File: config.mk
export PLATFORM = sky130hd
export DESIGN_NAME = calc_controller_flat
export DESIGN_NICKNAME = d
export VERILOG_FILES = /design/src/rtl/calc_controller_pkg.sv /design/src/rtl/calc_controller_if.sv /design/src/rtl/calc_controller_bin2bcd.sv /design/src/rtl/calc_controller.sv /design/src/flat_wrapper.sv
export SDC_FILE = /design/constraint.sdc
export NUM_CORES = 1
export LEC_CHECK = 0
export ABC_CLOCK_PERIOD_IN_PS = 11400
export BUFFER_PORTS_ARGS = -buffer_cell sky130_fd_sc_hd__buf_2
export CAP_MARGIN = 20
export CORE_MARGIN = 8
export CORE_UTILIZATION = 35
export DETAILED_ROUTE_END_ITERATION = 8
export PLACE_DENSITY = 0.55
export SYNTH_ARGS = -nofsm -noshare
export SYNTH_HDL_FRONTEND = slang
export SYNTH_SLANG_ARGS = --single-unit
File: constraint.sdc
create_clock -name clk -period 11.4 [get_ports clk]
set_clock_uncertainty 0.1 [all_clocks]
set_input_delay 0 -clock clk [delete_from_list [all_inputs] [get_ports clk]]
set_output_delay 0 -clock clk [all_outputs]
set_load 0.01 [all_outputs]
File: src/rtl/calc_controller_pkg.sv
// Shared definitions for the four-digit calculator controller: operator codes,
// FSM state encoding, operand width and the double-dabble step used by bin2bcd.
package calc_controller_pkg;

  localparam int OPW  = 14;
  localparam int DIGW = 4;
  localparam logic [3:0] ERR_CODE_DEFAULT = 4'hE;
  localparam logic [3:0] DIV_LAST         = 4'd13;
  localparam logic [3:0] CONV_LAST        = 4'd13;
  localparam logic [2*OPW-1:0] MAX_VALUE  = 28'd9999;

  typedef enum logic [2:0] {
    OPT_ADD = 3'd0,
    OPT_SUB = 3'd1,
    OPT_MUL = 3'd2,
    OPT_DIV = 3'd3,
    OPT_CLR = 3'd4
  } opt_e;

  typedef enum logic [2:0] {
    ST_ENTER_A = 3'd0,
    ST_ENTER_B = 3'd1,
    ST_COMPUTE = 3'd2,
    ST_CONVERT = 3'd3,
    ST_RESULT  = 3'd4,
    ST_ERROR   = 3'd5
  } state_e;

  // One double-dabble iteration on {bcd[15:0], bin[13:0]}: add 3 to BCD nibbles >= 5, then shift left.
  function automatic logic [4*DIGW+OPW-1:0] dd_step(input logic [4*DIGW+OPW-1:0] v);
    logic [4*DIGW+OPW-1:0] t;
    t = v;
    for (int i = 0; i < 4; i++) begin
      if (t[OPW+4*i +: 4] >= 4'd5) begin
        t[OPW+4*i +: 4] = t[OPW+4*i +: 4] + 4'd3;
      end else begin
        t[OPW+4*i +: 4] = t[OPW+4*i +: 4];
      end
    end
    return {t[4*DIGW+OPW-2:0], 1'b0};
  endfunction

endpackage

File: src/rtl/calc_controller_if.sv
// Keypad event and LED display bundle between the keypad decoder and the calculator controller.
interface calc_controller_if;
  import calc_controller_pkg::*;

  logic [3:0]      num;
  logic            numPressed;
  logic [2:0]      opt;
  logic            optPressed;
  logic            submit;
  logic [DIGW-1:0] digit1;
  logic [DIGW-1:0] digit2;
  logic [DIGW-1:0] digit3;
  logic [DIGW-1:0] digit4;
  logic            busy;
  logic            error;

  modport master (
    output num, numPressed, opt, optPressed, submit,
    input  digit1, digit2, digit3, digit4, busy, error
  );

  modport slave (
    input  num, numPressed, opt, optPressed, submit,
    output digit1, digit2, digit3, digit4, busy, error
  );

endinterface

File: src/rtl/calc_controller_bin2bcd.sv
// Iterative 14-bit binary to 4-digit BCD converter; the first shift happens on the
// start edge, so done is high in the cycle after the 14th shift.
module calc_controller_bin2bcd
  import calc_controller_pkg::*;
(
  input  logic              clk,
  input  logic              rst,
  input  logic              start,
  input  logic [OPW-1:0]    bin,
  output logic              done,
  output logic [4*DIGW-1:0] bcd
);

  logic [4*DIGW+OPW-1:0] sh_q, sh_d, step_s;
  logic [3:0]            cnt_q, cnt_d;
  logic                  run_q, run_d;
  logic                  done_q, done_d;

  // Next shift-register contents and iteration count
  always_comb begin
    step_s = dd_step(start ? {{(4*DIGW){1'b0}}, bin} : sh_q);
    sh_d   = sh_q;
    cnt_d  = cnt_q;
    run_d  = run_q;
    done_d = 1'b0;
    if (start) begin
      sh_d  = step_s;
      cnt_d = 4'd1;
      run_d = 1'b1;
    end else if (run_q) begin
      sh_d  = step_s;
      cnt_d = cnt_q + 4'd1;
      if (cnt_q == CONV_LAST) begin
        run_d  = 1'b0;
        done_d = 1'b1;
      end else begin
        run_d  = 1'b1;
      end
    end else begin
      run_d = 1'b0;
    end
  end

  // Converter state registers
  always_ff @(posedge clk or posedge rst) begin
    if (rst) begin
      sh_q   <= '0;
      cnt_q  <= 4'd0;
      run_q  <= 1'b0;
      done_q <= 1'b0;
    end else begin
      sh_q   <= sh_d;
      cnt_q  <= cnt_d;
      run_q  <= run_d;
      done_q <= done_d;
    end
  end

  assign done = done_q;
  assign bcd  = sh_q[4*DIGW+OPW-1:OPW];

endmodule

File: src/rtl/calc_controller.sv
// Four-digit keypad calculator: operand entry, inline restoring divider, ADD/SUB/MUL,
// range checking and BCD display via the bin2bcd sub-module.
module calc_controller
  import calc_controller_pkg::*;
#(
  parameter logic [3:0] ERR_CODE = ERR_CODE_DEFAULT
) (
  input logic              clk,
  input logic              reset,
  calc_controller_if.slave kb
);

  state_e              state_q, state_d;
  opt_e                op_q, op_d;
  logic [OPW-1:0]      a_q, a_d, b_q, b_d, res_q, res_d;
  logic [OPW-1:0]      quo_q, quo_d, rem_q, rem_d;
  logic [2:0]          cnt_q, cnt_d;
  logic [3:0]          dcnt_q, dcnt_d;
  logic [4*DIGW-1:0]   digits_q, digits_d;
  logic                busy_q, busy_d, error_q, error_d;

  logic                ev_clr_s, ev_sub_s, ev_ari_s, ev_dig_s, opt_valid_s, room_s;
  logic [OPW-1:0]      ext_a_s, ext_b_s, num_ext_s;
  logic [4*DIGW-1:0]   dig_push_s;
  logic [OPW:0]        rem_sh_s, rem_sub_s;
  logic                div_ge_s;
  logic [2*OPW-1:0]    wide_s;
  logic                fin_s, fin_err_s;
  logic [OPW-1:0]      fin_val_s;
  logic                conv_start_s, conv_done_s;
  logic [4*DIGW-1:0]   conv_bcd_s;

  // Keypad event decode; at most one event survives per cycle (CLR > submit > opt > digit)
  always_comb begin
    opt_valid_s = kb.optPressed && (kb.opt <= 3'd4);
    ev_clr_s    = kb.optPressed && (kb.opt == OPT_CLR);
    ev_sub_s    = kb.submit && !ev_clr_s;
    ev_ari_s    = kb.optPressed && (kb.opt < 3'd4) && !kb.submit;
    ev_dig_s    = kb.numPressed && (kb.num <= 4'd9) && !kb.submit && !opt_valid_s;
    room_s      = (cnt_q < 3'd4);
    num_ext_s   = {{(OPW-4){1'b0}}, kb.num};
    ext_a_s     = (a_q * 14'd10) + num_ext_s;
    ext_b_s     = (b_q * 14'd10) + num_ext_s;
    dig_push_s  = (cnt_q == 3'd0) ? {12'd0, kb.num} : {digits_q[11:0], kb.num};
  end

  // Arithmetic datapath: one restoring-division step per cycle, or a single-cycle ALU result
  always_comb begin
    rem_sh_s  = {rem_q, quo_q[OPW-1]};
    rem_sub_s = rem_sh_s - {1'b0, b_q};
    div_ge_s  = !rem_sub_s[OPW];
    case (op_q)
      OPT_ADD: wide_s = {{OPW{1'b0}}, a_q} + {{OPW{1'b0}}, b_q};
      OPT_SUB: wide_s = {{OPW{1'b0}}, a_q} - {{OPW{1'b0}}, b_q};
      OPT_MUL: wide_s = {{OPW{1'b0}}, a_q} * {{OPW{1'b0}}, b_q};
      default: wide_s = {(2*OPW){1'b0}};
    endcase
    if (op_q == OPT_DIV) begin
      fin_s     = (dcnt_q == DIV_LAST);
      fin_val_s = {quo_q[OPW-2:0], div_ge_s};
      fin_err_s = (b_q == 14'd0);
    end else begin
      fin_s     = 1'b1;
      fin_val_s = wide_s[OPW-1:0];
      fin_err_s = ((op_q == OPT_SUB) && (b_q > a_q)) || (wide_s > MAX_VALUE);
    end
  end

  // Next-state and datapath register updates
  always_comb begin
    state_d      = state_q;
    op_d         = op_q;
    a_d          = a_q;
    b_d          = b_q;
    res_d        = res_q;
    quo_d        = quo_q;
    rem_d        = rem_q;
    cnt_d        = cnt_q;
    dcnt_d       = dcnt_q;
    digits_d     = digits_q;
    conv_start_s = 1'b0;

    if (ev_clr_s && (state_q != ST_COMPUTE) && (state_q != ST_CONVERT)) begin
      state_d  = ST_ENTER_A;
      op_d     = OPT_ADD;
      a_d      = '0;
      b_d      = '0;
      cnt_d    = 3'd0;
      digits_d = '0;
    end else begin
      case (state_q)
        ST_ENTER_A: begin
          if (ev_ari_s) begin
            op_d    = opt_e'(kb.opt);
            b_d     = '0;
            cnt_d   = 3'd0;
            state_d = ST_ENTER_B;
          end else if (ev_dig_s && room_s) begin
            a_d      = ext_a_s;
            cnt_d    = cnt_q + 3'd1;
            digits_d = dig_push_s;
          end else begin
            state_d = ST_ENTER_A;
          end
        end
        ST_ENTER_B: begin
          if (ev_sub_s) begin
            quo_d   = a_q;
            rem_d   = '0;
            dcnt_d  = 4'd0;
            state_d = ST_COMPUTE;
          end else if (ev_ari_s && (cnt_q == 3'd0)) begin
            op_d = opt_e'(kb.opt);
          end else if (ev_dig_s && room_s) begin
            b_d      = ext_b_s;
            cnt_d    = cnt_q + 3'd1;
            digits_d = dig_push_s;
          end else begin
            state_d = ST_ENTER_B;
          end
        end
        ST_COMPUTE: begin
          if (op_q == OPT_DIV) begin
            quo_d  = fin_val_s;
            rem_d  = div_ge_s ? rem_sub_s[OPW-1:0] : rem_sh_s[OPW-1:0];
            dcnt_d = dcnt_q + 4'd1;
          end else begin
            dcnt_d = dcnt_q;
          end
          if (fin_s && fin_err_s) begin
            digits_d = {4{ERR_CODE}};
            state_d  = ST_ERROR;
          end else if (fin_s) begin
            res_d        = fin_val_s;
            conv_start_s = 1'b1;
            state_d      = ST_CONVERT;
          end else begin
            state_d = ST_COMPUTE;
          end
        end
        ST_CONVERT: begin
          if (conv_done_s) begin
            digits_d = conv_bcd_s;
            state_d  = ST_RESULT;
          end else begin
            state_d = ST_CONVERT;
          end
        end
        ST_RESULT: begin
          // A chained operator continues from the result, which is already on display
          if (ev_ari_s) begin
            a_d     = res_q;
            b_d     = '0;
            op_d    = opt_e'(kb.opt);
            cnt_d   = 3'd0;
            state_d = ST_ENTER_B;
          end else if (ev_dig_s) begin
            a_d      = num_ext_s;
            b_d      = '0;
            cnt_d    = 3'd1;
            digits_d = {12'd0, kb.num};
            state_d  = ST_ENTER_A;
          end else begin
            state_d = ST_RESULT;
          end
        end
        ST_ERROR: begin
          if (ev_dig_s) begin
            a_d      = num_ext_s;
            b_d      = '0;
            cnt_d    = 3'd1;
            digits_d = {12'd0, kb.num};
            state_d  = ST_ENTER_A;
          end else begin
            state_d = ST_ERROR;
          end
        end
        default: begin
          state_d = ST_ENTER_A;
        end
      endcase
    end

    busy_d  = (state_d == ST_COMPUTE) || (state_d == ST_CONVERT);
    error_d = (state_d == ST_ERROR);
  end

  // Controller state registers
  always_ff @(posedge clk or posedge reset) begin
    if (reset) begin
      state_q  <= ST_ENTER_A;
      op_q     <= OPT_ADD;
      a_q      <= '0;
      b_q      <= '0;
      res_q    <= '0;
      quo_q    <= '0;
      rem_q    <= '0;
      cnt_q    <= 3'd0;
      dcnt_q   <= 4'd0;
      digits_q <= '0;
      busy_q   <= 1'b0;
      error_q  <= 1'b0;
    end else begin
      state_q  <= state_d;
      op_q     <= op_d;
      a_q      <= a_d;
      b_q      <= b_d;
      res_q    <= res_d;
      quo_q    <= quo_d;
      rem_q    <= rem_d;
      cnt_q    <= cnt_d;
      dcnt_q   <= dcnt_d;
      digits_q <= digits_d;
      busy_q   <= busy_d;
      error_q  <= error_d;
    end
  end

  calc_controller_bin2bcd u_bin2bcd (
    .clk   (clk),
    .rst   (reset),
    .start (conv_start_s),
    .bin   (fin_val_s),
    .done  (conv_done_s),
    .bcd   (conv_bcd_s)
  );

  assign kb.digit1 = digits_q[15:12];
  assign kb.digit2 = digits_q[11:8];
  assign kb.digit3 = digits_q[7:4];
  assign kb.digit4 = digits_q[3:0];
  assign kb.busy   = busy_q;
  assign kb.error  = error_q;

endmodule

File: src/flat_wrapper.sv
// flat-port wrapper written by rule: the top's interface ports become plain ports
module calc_controller_flat import calc_controller_pkg::*;
#(
  parameter logic [3:0] ERR_CODE = ERR_CODE_DEFAULT
)
  (clk, reset, kb_num, kb_numPressed, kb_opt, kb_optPressed, kb_submit, kb_digit1, kb_digit2, kb_digit3, kb_digit4, kb_busy, kb_error);
  calc_controller_if kb_i ();
  input logic clk;
  input logic reset;
  input wire logic [$bits(kb_i.num)-1:0] kb_num;
  input wire logic [$bits(kb_i.numPressed)-1:0] kb_numPressed;
  input wire logic [$bits(kb_i.opt)-1:0] kb_opt;
  input wire logic [$bits(kb_i.optPressed)-1:0] kb_optPressed;
  input wire logic [$bits(kb_i.submit)-1:0] kb_submit;
  output wire logic [$bits(kb_i.digit1)-1:0] kb_digit1;
  output wire logic [$bits(kb_i.digit2)-1:0] kb_digit2;
  output wire logic [$bits(kb_i.digit3)-1:0] kb_digit3;
  output wire logic [$bits(kb_i.digit4)-1:0] kb_digit4;
  output wire logic [$bits(kb_i.busy)-1:0] kb_busy;
  output wire logic [$bits(kb_i.error)-1:0] kb_error;
  assign kb_i.num = kb_num;
  assign kb_i.numPressed = kb_numPressed;
  assign kb_i.opt = kb_opt;
  assign kb_i.optPressed = kb_optPressed;
  assign kb_i.submit = kb_submit;
  assign kb_digit1 = kb_i.digit1;
  assign kb_digit2 = kb_i.digit2;
  assign kb_digit3 = kb_i.digit3;
  assign kb_digit4 = kb_i.digit4;
  assign kb_busy = kb_i.busy;
  assign kb_error = kb_i.error;
  calc_controller #(.ERR_CODE(ERR_CODE)) u_core (.clk(clk), .reset(reset), .kb(kb_i));
endmodule
**Yosys cells after proc, flatten, opt, wreduce, memory -nomap -nowiden**

Cells that the tools add are included.

- Divide/modulo/power cells: 0
- Shift-type cells: 0
- Eq/ne operators: 29
- Multipliers: 3
- Reductions and logical operators: 38
- Mux-type cells: 84
- Order comparisons: 10
- Add/sub/neg operators: 12
- Bitwise operators: 2

Operators with widths:

| kind | number |
|---|---|
| $mux W14 | 18 |
| $mux W16 | 10 |
| $pmux W16 S6 | 1 |
| $mux W30 | 3 |
| $pmux W28 S3 | 1 |
| $mux W3 | 23 |
| $pmux W14 S2 | 2 |
| $pmux W14 S4 | 1 |
| $pmux W14 S3 | 1 |
| $add A14 B4 Y14 | 2 |
| $gt A28 B14 Y1 const B | 1 |
| $mul A14 B14 Y28 | 1 |
| $mul A14 B3 Y13 const B | 2 |
| $mux W4 | 7 |
| $eq A3 B2 Y1 const B | 6 |
| $ne A3 B1 Y1 const B | 6 |
| $pmux W3 S6 | 1 |
| $ge A4 B3 Y1 const B | 4 |
| $add A14 B14 Y15 | 1 |
| $sub A14 B14 Y15 | 1 |
| $sub A15 B14 Y15 | 1 |
| $gt A14 B14 Y1 | 1 |
| $logic_and A1 B1 Y1 | 14 |
| $logic_not A14 Y1 | 1 |
| 31 further kinds | 69 |

- Output and inout port bits: 18
- ROM bits: 0
- Input port bits: 12
- Word-level logic and storage cells: 194
- Bits in latches: 0
- Memory bits (writable): 0
- Register bits: 137
- Memories: 0

**Longest topological paths before layout**

Gate-level depths: netlist of run 1.

- Depth after elaboration: 14
- Gate-level depth with buffers: 33
- Gate-level depth less buffers: 31

**Modules after synthesis**

From an unflattened synthesis of run 1, not the netlist that was laid out.

- Cells, all modules: 2010
- Area total of the unflattened synthesis: 17337.9 um2

Modules (own cells, without submodules):

| module | cells an instance | area each (um2) | instances |
|---|---|---|---|
| calc_controller | 1783 | 15245.9 | 1 |
| calc_controller_bin2bcd | 227 | 2092.0 | 1 |

**Worst setup path after synthesis of run 1**

OpenSTA, ideal clock, no wires.

- Kind: register to register
- Start point: register u_core.a_q[5]
- End point: register u_core.u_bin2bcd.sh_q[28]
- Buffers on the path: 2
- Period minus slack after synthesis: 7.920 ns
- Path slack: 3.480 ns
- Cell stages (with the launch flop): 32
- Arrival: 7.679 ns
- Setup time: 0.141 ns
- Path through: dfrtp_1 -> clkbuf_1 -> and2_1 -> fa_1 -> inv_1 -> fa_1 -> inv_1 -> fa_1 -> inv_1 -> fa_1 -> inv_1 -> fa_1 -> inv_1 -> fa_1 -> inv_1 -> ha_1 -> or4_4 -> nor2_2 -> a21oi_2 -> a2111o_1 -> o211a_1 -> nor4b_1 -> nor4b_2 -> a32oi_2 -> a211oi_4 -> clkbuf_1 -> nand2b_1 -> ha_1 -> nand2b_1 -> a21oi_1 -> mux2i_1 -> a211oi_1

- Cells in the longest elaborated chain, start to end: 14
- Elaborated cells between the ends (all ways): 20
- Classes of those cells: 3 x add/sub; 1 x mul; 3 x order compare; 9 x mux; 4 x reduce/logical

Ends and longest elaborated chain:

| item | RTL line | text |
|---|---|---|
| from (decl) | calc_controller.sv:15 | `logic [OPW-1:0] a_q, a_d, b_q, b_d, res_q, res_d;` |
| from (signal assigned) | calc_controller.sv:193 | `a_q <= '0;` |
| from (signal assigned) | calc_controller.sv:206 | `a_q <= a_d;` |
| $mul A14 B14 Y28, or another cell as far along | calc_controller.sv:55 | `OPT_MUL: wide_s = {{OPW{1'b0}}, a_q} * {{OPW{1'b0}}, b_q};` |
| $pmux W28 S3 | calc_controller.sv:52 | `case (op_q)` |
| $gt A28 B14 Y1 | calc_controller.sv:65 | `fin_err_s = ((op_q == OPT_SUB) && (b_q > a_q)) \|\| (wide_s > MAX_VALUE);` |
| $logic_or A1 B1 Y1 (*) | calc_controller.sv:65 |  |
| $mux W1 (*) | calc_controller.sv:58 | `if (op_q == OPT_DIV) begin` |
| $logic_and A1 B1 Y1 (*) | calc_controller.sv:130 | `if (fin_s && fin_err_s) begin` |
| $mux W1 (*) | calc_controller.sv:130 |  |
| $mux W1 (*) | calc_controller.sv:91 | `case (state_q)` |
| $mux W1 (*) | calc_controller.sv:83 | `if (ev_clr_s && (state_q != ST_COMPUTE) && (state_q != ST_CONVERT)) begin` |
| $mux W30 | calc_controller_bin2bcd.sv:21 | `step_s = dd_step(start ? {{(4*DIGW){1'b0}}, bin} : sh_q);` |
| $ge A4 B3 Y1 / $add A3 B2 Y3 (equally long branches) | calc_controller_pkg.sv:34, calc_controller_pkg.sv:35 |  |
| $mux W3 | calc_controller_pkg.sv:34 | `if (t[OPW+4*i +: 4] >= 4'd5) begin` |
| $mux W30 | calc_controller_bin2bcd.sv:30 | `end else if (run_q) begin` |
| $mux W30 | calc_controller_bin2bcd.sv:26 | `if (start) begin` |
| to (signal assigned) | calc_controller_bin2bcd.sv:47 | `sh_q <= '0;` |
| to (signal assigned) | calc_controller_bin2bcd.sv:52 | `sh_q <= sh_d;` |
| to (decl) | calc_controller_bin2bcd.sv:14 | `logic [4*DIGW+OPW-1:0] sh_q, sh_d, step_s;` |

Every way passes the cells marked *; elsewhere a longest branch is shown, timed or not. The select of a mux whose other input is x is not followed.
A chain may end at the register's enable or synchronous reset.

**Worst setup path in the final report of run 1**

Ends and elaborated chain as after synthesis.

==> summary.md, run 1 <==
| Metric | Value |
|---|---|
| Total grt overflow | `0` |
| Starting Density | `35.3%` |
| Number of synthesized flops with an enable pin | `0` |
| Vias in the first global route | `14,500` |
| Vias | `14,600` |
| Final hold vios | `0` |
| Clk pin slew, worst setup/hold paths | `60 ps` |
| Area delta synth->final | `8.82%` |
| Post-Route Utilization | `38.5%` |
| Post-CTS Hold Buffers | `9` |
| Max-slew violation count | `0` |
| GPL Wtd Cong | `0.916` |
| Clk_lat worst skew | `440 ps` |
| R2R depth | `27` |
| Synthesized area per cell | `8.45 um^2` |
| Synthesized cell area | `17,300 um^2` |
| Largest net degree at the start of global routing | `73` |
| IO Port Bufs | `29` |
| Critical path fanouts, max | `24` |
| Max_cap viols | `0` |
| Layout cell share with drive strength beyond 1 | `5.68%` |
| Global-route wire length before repair | `81,000 um` |
| Drt drc | `0` |
| Number of synthesis warnings | `0` |
| Placed wire-length estimate | `38,400 um` |
| P_sw | `1.67 mW` |
| Routed WL per cell | `18.5 um` |
| CP Launch Point | `u_core.a_q[5]` |
| Crit path capture type | `flip-flop` |
| # rows | `81` |
| TNS Setup | `0 ps` |
| Cts repair resizes | `0` |
| Horiz. Die Dim | `238 um` |
| Max frequency | `110 MHz` |
| Top FF cell, synth | `dfrtp_1` |
| Mapped Cells | `2,044` |
| Ant. Diodes | `0` |
| Worst R2R End | `u_core.u_bin2bcd.sh_q[28]` |
| Initial antenna violation count | `0` |
| Iteration-0 DRC count of the detailed router | `1,152` |
| Synth async-reset ratio | `100%` |
| Worst vdd ir | `131 uV` |
| RSZ-0062 raised after global routing | `no` |
| Routed wire length | `50,100 um` |
| Leak pwr | `9.19 nW` |
| Most frequent cells in the layout | `nand2_1, inv_1, ha_1` |
| # fillers | `5,020` |
| Number of CTS-inserted buffers | `17` |
| Crit share post-route | `79.8%` |
| Switching share of total power | `47.6%` |
| CP dominant cell by count | `fa_1` |
| Crit-path max cell delay | `880 ps` |
| Clock share of power | `17.3%` |
| Critical path launch point type | `flip-flop` |
| Routed vias/inst | `5.39` |
| Clk sinks | `136` |
| Crit path kind | `reg2reg` |
| Placed instance count | `2,667` |
| Sequential share of power | `26.2%` |
| Status | `complete, no violations` |
| Slowest CP cell | `a211oi_4` |
| Post-CTS Setup Bufs | `0` |
| Hold Path Class | `in2reg` |
| Dpl ws | `2230 ps` |
| Tot GR Track Use | `17.8%` |
| H-Tree Depth | `4` |
| R2R Path Start | `u_core.a_q[5]` |
| Final Setup Violations | `0` |
| CORE AREA | `48,800 um^2` |
| Min Tclk post-route | `9100 ps` |
| CP arrival | `9270 ps` |
| Logic pwr share | `56.5%` |
| Reg2reg setup slack | `2300 ps` |
| Worst setup path endpoint | `u_core.u_bin2bcd.sh_q[28]` |
| Final Instance Count excl. Fillers | `2,706` |
| Yosys cell types | `83` |
| P_int | `1.84 mW` |
| Yosys reg bits | `136` |
| Power Dens Cells | `187 nW/um^2` |
| Synthesized net count | `2,395` |
| Drt pass-1 iters | `6` |
| Worst-margin pin slew | `1070 ps` |
| CTS tree | `yes` |
| Slew HR | `28.9%` |
| Top Ports | `30` |
| Worst path required time | `11,570 ps` |
| Post-synthesis sequential area ratio | `19.7%` |
| Antenna Nets Post-Route | `0` |
| Die H | `238 um` |
| CTS Root Cell | `clkbuf_16` |
| Most common cell after layout, fill and taps aside | `nand2_1` |
| Setup ws final | `2300 ps` |
| Final nets | `2,382` |
| Maximum clock path buffer count | `2` |
| Die area | `56,700 um^2` |
power by group through the flow:
stage          Combinational (mW)  Clock (mW)  Sequential, mW
3_5_place_dp                 1.97           0           0.922
2_1_floorplan                1.52           0           0.806
5_1_grt                      2.21       0.640           0.945
6_report                     1.98       0.606           0.918
3_3_place_gp                 1.93           0           0.917
4_1_cts                      1.98       0.619           0.914
worst max-delay path: cells and delay by family, from the launching register on:
family	cells	cell delay, ps
AOI/OAI and AO/OA	8	2520
adders and majority gates	9	3870
buffers and inverters	4	260
DFF	1	870
muxes	1	220
and+or+nand+nor	5	1040
kinds of logic after synthesis:
kind of cell	Yosys count	share of synthesized area (%)
AND/OR/NAND/NOR	644	17.7
multiplexers	54	3.34
buffers and inverters	323	7.12
AO/OA/AOI/OAI	465	16.8
XOR/XNOR	83	4.37
adder cells (fa/ha/maj)	339	31.0
flip-flops	136	19.7
metal layers:
layer  share of wire, %  vias up  GRT usage (%)
li1                   -     6865              -
met1                 46     7296           24.3
met2                 47      357           29.4
met3                4.6       67           2.33
met4                2.2        0           4.80
met5                  0        -              0
cell usage after synthesis, drive strengths merged, types with 16 or more instances:
cell	count	area (um^2)
nor2	116	438
o21ai	158	791
nand3	40	200
a31oi	16	100
mux2i	34	340
inv	226	848
fa	148	2960
a21o	29	218
clkbuf	83	312
a21oi	127	643
mux2	19	214
nor2b	25	156
xnor2	48	420
dfrtp	136	3400
nand2	262	983
xor2	33	289
nor3	27	135
and2	90	563
nand2b	23	144
ha	191	2390
a211oi	25	205
cell type report:
class	count	area (um^2)	share of cell area, %
Multi-Input combinational cell	1585	12600	67.2
Timing Repair Buffer	64	430	2.29
Inverter	227	857	4.56
Sequential cell	136	3400	18.1
Tap cell	664	831	4.42
Clock buffer	20	467	2.48
Clock inverter	10	166	0.886
flip-flops by register name, summed over array words and instances (netlist names), 4 cells and up:
register,flops
u_core.a_q,14
u_core.b_q,14
u_core.dcnt_q,4
u_core.digits_q,16
u_core.quo_q,14
u_core.rem_q,14
u_core.res_q,14
u_core.u_bin2bcd.cnt_q,4
u_core.u_bin2bcd.sh_q,29
worst min path at each step:
stage / start / to / cells past startpoint
after global placement: reset / u_core.rem_q[8] / 2
after global routing: kb_num[2] / u_core.b_q[2] / 3
after CTS: kb_num[2] / u_core.b_q[2] / 3
after floorplan: kb_num[0] / u_core.b_q[0] / 1
final: kb_num[2] / u_core.b_q[2] / 3
after detailed placement: reset / u_core.rem_q[8] / 2
stage by stage:
stage / instance area (um^2) / total power, mW / hold WS [ps]
detailed placement: 18100 / 2.89 / 69.9
global placement: 18100 / 2.85 / 69.5
global route: 18800 / 3.80 / 37.9
floorplan: 17300 / 2.32 / 32.5
finish: 18800 / 3.51 / 26.0
CTS: 18800 / 3.52 / 17.3
Note: power is estimated with default switching activity, not from simulation.
==> run 2, diff against run 1 <==
ABC_CLOCK_PERIOD_IN_PS = 7430   (was 11400)
PLACE_DENSITY = 0.57   (was 0.55)
clock period = 7.43 ns   (was 11.4 ns; I/O delays follow)
==> run 2 against run 1 <==
The run now ends with setup timing left. Setup slack worse by 2600 ps. Core utilization rose by 3.8 points. Hold slack improved by 14 ps. Combinational power rose by 89%. Clock power grew 64%. Sequential share of layout area down 1.6 points. Clock-buffer cell count fell by 1. First-iteration DRC count up 1.7%. Final cell count rose by 5.8%. Via count grew 3.3%.
==> summary.md, run 2 (synthesis gave the netlist of run 1 again) <==
| Metric | Value |
|---|---|
| Setup ws final | `-330 ps` |
| Routed WL per cell | `18.2 um` |
| Crit share post-route | `104%` |
| Post-Route Utilization | `42.2%` |
| Ant. Diodes | `0` |
| DR top layer | `met4` |
| Vias in the first global route | `15,200` |
| Worst hold slack | `39.5 ps` |
| Status | `complete, but fails checks` |
| RSZ-0062 raised after global routing | `yes` |
| Design area | `20,600 um^2` |
| Max frequency | `129 MHz` |
| Switching share of total power | `46.1%` |
| Total grt overflow | `0` |
| Crit path kind | `reg2reg` |
| Routed wire length | `52,000 um` |
| # rows | `81` |
| Crit path capture type | `flip-flop` |
| Horiz. Die Dim | `238 um` |
| Final Setup Violations | `15` |
| Final hold vios | `0` |
| Global-route wire length before repair | `83,900 um` |
| Wire length on met3 | `1990 um` |
| Slew HR | `29.3%` |
| Critical path launch point type | `flip-flop` |
| H-Tree Depth | `4` |
| Max_cap viols | `0` |
| CTS tree | `yes` |
| P_int | `3.28 mW` |
| Clk pin slew, worst setup/hold paths | `60 ps` |
| # fillers | `4,832` |
| Power Dens Cells | `295 nW/um^2` |
| Worst path required time | `7690 ps` |
| Max-slew violation count | `0` |
| Final nets | `2,538` |
| Slowest CP cell | `fa_1` |
| Tot GR Track Use | `18.3%` |
| Most frequent cells in the layout | `nand2_1, inv_1, ha_1` |
| Failing checks | `setup timing` |
| Layout cell share with drive strength beyond 1 | `16.4%` |
| Most common cell after layout, fill and taps aside | `nand2_1` |
| Clock share of power | `16.3%` |
| Leak pwr | `10.1 nW` |
| Reg with most FFs | `u_core.u_bin2bcd.sh_q` |
| Initial antenna violation count | `0` |
| Starting Density | `35.3%` |
| Largest regs | `u_core.u_bin2bcd.sh_q x29, u_core.digits_q x16` |
| Drt drc | `0` |
| Largest net degree at the start of global routing | `81` |
| P_sw | `2.80 mW` |
| TNS Setup | `-2750 ps` |
| CORE AREA | `48,800 um^2` |
| CP arrival | `8020 ps` |
| Area delta synth->final | `19.5%` |
| Top Ports | `30` |
| Worst-margin pin slew | `1060 ps` |
| Placed wire-length estimate | `41,100 um` |
| WL met1 | `24,000 um` |
| Largest register FFs | `29` |
| Routed vias/inst | `5.26` |
| Clk sinks | `136` |
| Vias | `15,100` |
| Clk_lat worst skew | `440 ps` |
| IO Port Bufs | `29` |
| Worst vdd ir | `269 uV` |
| Die H | `238 um` |
| Drt pass-1 iters | `5` |
| Sequential share of power | `22.3%` |
| GPL Wtd Cong | `0.931` |
| Min Tclk post-route | `7760 ps` |
| CTS Root Cell | `clkbuf_16` |
| Number of CTS-inserted buffers | `17` |
| Die area | `56,700 um^2` |
| Iteration-0 DRC count of the detailed router | `1,172` |
| Antenna Nets Post-Route | `0` |
| CP dominant cell by count | `fa_1` |
| Placed cell area | `19,300 um^2` |
| Maximum clock path buffer count | `2` |
| Crit-path max cell delay | `520 ps` |
| Hold Path Class | `in2reg` |
| Critical path fanouts, max | `8` |
| Wire length on met2 | `25,000 um` |
| Logic pwr share | `61.4%` |
run 2: path summary, 6_finish.rpt:
kind	slack, ps	endpoint	from	depth (start not counted)
worst min-delay path	40	u_core.cnt_q[2]	kb_opt[2]	5
min in group asynchronous	60	u_core.rem_q[13]	reset	3
worst min register to register	380	u_core.quo_q[9]	u_core.quo_q[9]	2
worst max register to register	-330	u_core.u_bin2bcd.sh_q[23]	u_core.b_q[3]	32
worst max-delay path	-330	u_core.u_bin2bcd.sh_q[23]	u_core.b_q[3]	32
max in group asynchronous	6130	u_core.op_q[2]	reset	5
run 2: what timing repair did:
item                                   4_1_cts  5_1_grt
hold buffers                                 6        0
pin swaps                                   52       36
setup endpoints to repair                   49       65
endpoints found under the hold margin       62        0
setup buffers                               17       10
gates cloned                                 1        0
resized for setup                           49       38
run 2: final cells by class:
cell class              instances  area [um^2]  share of cell area (%)
clock buffers                  19          433                    2.10
clock inverters                13          241                    1.17
multi-input cells            1585        13100                    63.5
repair buffers                220         1760                    8.51
flip-flops and latches        136         3420                    16.6
inverters                     227          857                    4.15
well taps                     664          831                    4.03
run 2: metal layers:
layer | up-vias | GRT usage, %
met1 | 7437 | 25.1
met2 | 375 | 30.8
met5 | - | 0
met4 | 0 | 4.13
li1 | 7179 | -
met3 | 69 | 2.17
run 2: through the flow:
| stage | power (mW) | setup slack (ps) | instances |
|---|---|---|---|
| floorplan | 3.68 | 20.2 | 2044 |
| global route | 6.53 | -620 | 2864 |
| global placement | 4.70 | -260 | 2800 |
| detailed placement | 4.76 | -480 | 2801 |
| CTS | 5.96 | -283 | 2856 |
| finish | 6.08 | -330 | 2864 |
run 2: worst max-delay path: cells and delay by family (launching register included):
family                   cells  cell delay (ps)
flip-flops                   1              470
adder cells (fa/ha/maj)      8             3240
AO/OA/AOI/OAI                7             1450
multiplexers                 1              140
buffers and inverters        8              560
AND/OR/NAND/NOR              7             1540
XOR/XNOR                     1              190
run 2: power by group through the flow:
stage	registers, mW	logic [mW]	clock network [mW]
finish	1.35	3.74	0.994
CTS	1.34	3.61	1.01
floorplan	1.25	2.42	0
global route	1.39	4.10	1.04
detailed placement	1.35	3.41	0
global placement	1.34	3.36	0
==> run 3, diff against run 2 <==
CORE_UTILIZATION = 50   (was 35)
PLACE_DENSITY = 0.74   (was 0.57)
SKIP_LAST_GASP = 1   (was default)
TNS_END_PERCENT = 10   (was default)
==> run 3 against run 2 <==
Clock-buffer cell count fell by 2. Non-clock buffer count is 24 lower. Clock power is 12% lower. Setup slack better by 150 ps. Register-to-register slack gained 150 ps. Core utilization increased by 16 points. The run still ends with setup timing left. Hold slack worse by 13 ps. Largest cell class unchanged. Critical endpoint is now u_core.u_bin2bcd.sh_q[24]. Design area down 3.4%. Power down 5.1%. Maximum frequency up 1.9%.
==> summary.md, run 3 (synthesis gave the netlist of run 1 again) <==
| Metric | Value |
|---|---|
| Status | `complete, but fails checks` |
| Failing checks | `setup timing` |
| Post-Route Utilization | `58.2%` |
| Number of CTS-inserted buffers | `17` |
| Worst-margin pin slew | `991 ps` |
| Design area | `19,900 um^2` |
| # rows | `68` |
| P_sw | `2.76 mW` |
| Die H | `202 um` |
| Slowest CP cell | `fa_1` |
| Setup ws final | `-184 ps` |
| Largest net degree at the start of global routing | `75` |
| Final nets | `2,514` |
| # fillers | `2,940` |
| TNS Setup | `-1320 ps` |
| Critical path launch point type | `flip-flop` |
| Clk pin slew, worst setup/hold paths | `80 ps` |
| Worst hold slack | `26.2 ps` |
| Vias | `15,400` |
| GPL Wtd Cong | `0.976` |
| Final Instance Count excl. Fillers | `2,631` |
| Max_cap viols | `0` |
| Area delta synth->final | `15.5%` |
| Starting Density | `50.4%` |
| Max-slew violation count | `0` |
| RSZ-0062 raised after global routing | `yes` |
| Clock share of power | `15.1%` |
| Reg with most FFs | `u_core.u_bin2bcd.sh_q` |
| Horiz. Die Dim | `202 um` |
| Worst vdd ir | `243 uV` |
| Placed cell area | `18,900 um^2` |
| Max frequency | `131 MHz` |
| Min Tclk post-route | `7610 ps` |
| Final Setup Violations | `15` |
| Drt pass-1 iters | `7` |
| Vias in the first global route | `15,300` |
| CORE AREA | `34,300 um^2` |
| Iteration-0 DRC count of the detailed router | `1,370` |
| Critical path fanouts, max | `8` |
| H-Tree Depth | `4` |
| Layout cell share with drive strength beyond 1 | `14.5%` |
| Ant. Diodes | `0` |
| Most common cell after layout, fill and taps aside | `nand2_1` |
| Placed wire-length estimate | `38,600 um` |
| Maximum clock path buffer count | `2` |
| Most frequent cells in the layout | `nand2_1, inv_1, ha_1` |
| Die area | `40,700 um^2` |
| CTS tree | `yes` |
| Largest regs | `u_core.u_bin2bcd.sh_q x29, u_core.digits_q x16` |
| Routed vias/inst | `5.86` |
| CP arrival | `7890 ps` |
| Power Dens Cells | `289 nW/um^2` |
| Hold Path Class | `in2reg` |
| Placed instance count | `2,577` |
| Leak pwr | `9.90 nW` |
| Switching share of total power | `47.8%` |
| Clk_lat worst skew | `440 ps` |
| Slew HR | `33.9%` |
| Drt drc | `0` |
| Antenna Nets Post-Route | `0` |
| Final hold vios | `0` |
| Crit share post-route | `102%` |
| Crit-path max cell delay | `550 ps` |
| Crit path capture type | `flip-flop` |
| Logic pwr share | `61.3%` |
| Crit path kind | `reg2reg` |
| Clk sinks | `136` |
| Largest register FFs | `29` |
| CP dominant cell by count | `fa_1` |
| Tot GR Track Use | `23.9%` |
| IO Port Bufs | `29` |
| Worst path required time | `7700 ps` |
| Initial antenna violation count | `0` |
| Global-route wire length before repair | `79,500 um` |
| CTS Root Cell | `clkbuf_16` |
| P_int | `3.01 mW` |
| Routed WL per cell | `18.7 um` |
| Total grt overflow | `0` |
| Sequential share of power | `23.5%` |
| Top Ports | `30` |
| Routed wire length | `49,300 um` |
## run 3: worst max-delay path: cells and delay by family (launching register included)
kind | cells | cell delay (ps)
adder cells (fa/ha/maj) | 9 | 3460
AO/OA/AOI/OAI | 10 | 2060
buffers and inverters | 7 | 710
multiplexers | 1 | 90
AND/OR/NAND/NOR | 4 | 670
flip-flops | 1 | 450
## run 3: worst paths after layout
| check | from | to | slack [ps] | depth (start not counted) |
|---|---|---|---|---|
| setup / recovery | u_core.b_q[4] | u_core.u_bin2bcd.sh_q[24] | -180 | 31 |
| max in group asynchronous | reset | u_core.u_bin2bcd.run_q | 5620 | 4 |
| min in group asynchronous | reset | u_core.rem_q[10] | 80 | 3 |
| setup reg to reg | u_core.b_q[4] | u_core.u_bin2bcd.sh_q[24] | -180 | 31 |
| hold / removal | kb_numPressed | u_core.cnt_q[0] | 30 | 6 |
| hold reg to reg | u_core.quo_q[12] | u_core.quo_q[12] | 380 | 2 |
## run 3: timing repair
| item | in CTS | in global routing |
|---|---|---|
| pin swaps | 17 | 19 |
| hold endpoints to repair | 70 | 0 |
| gates resized for setup | 22 | 24 |
| setup buffers | 5 | 8 |
| endpoints found under the setup margin | 13 | 65 |
| hold buffers | 8 | 0 |
| gates cloned | 1 | 0 |
## run 3: layout make-up
type | instances | area (um^2) | area share, %
multi-input cells | 1585 | 13000 | 65.3
flip-flops and latches | 136 | 3410 | 17.1
repair buffers | 196 | 1490 | 7.49
inverters | 227 | 857 | 4.30
well taps | 455 | 569 | 2.85
clock buffers | 17 | 425 | 2.13
clock inverters | 15 | 170 | 0.853
## run 3: power by group through the flow
stage,logic (mW),clock network [mW],registers (mW)
final,3.54,0.874,1.36
after global routing,3.86,0.908,1.39
after CTS,3.45,0.884,1.34
after detailed placement,3.33,0,1.35
after global placement,3.24,0,1.33
after floorplan,2.42,0,1.25
## run 3: layer usage
metal,part of all wire [%],wire length (um),track usage [%],vias to the layer above
li1,-,-,-,7139
met1,41,20300,30.3,7554
met2,47,23400,39.8,584
met3,7.0,3470,3.87,149
met4,4.5,2240,10.4,0
met5,0,0,0,-
## run 3: per-stage QoR
| stage | power, mW | worst slack (ps) |
|---|---|---|
| finish | 5.77 | -184 |
| global route | 6.16 | -440 |
| global placement | 4.58 | -229 |
| floorplan | 3.68 | 20.2 |
| detailed placement | 4.69 | -327 |
| CTS | 5.68 | -127 |
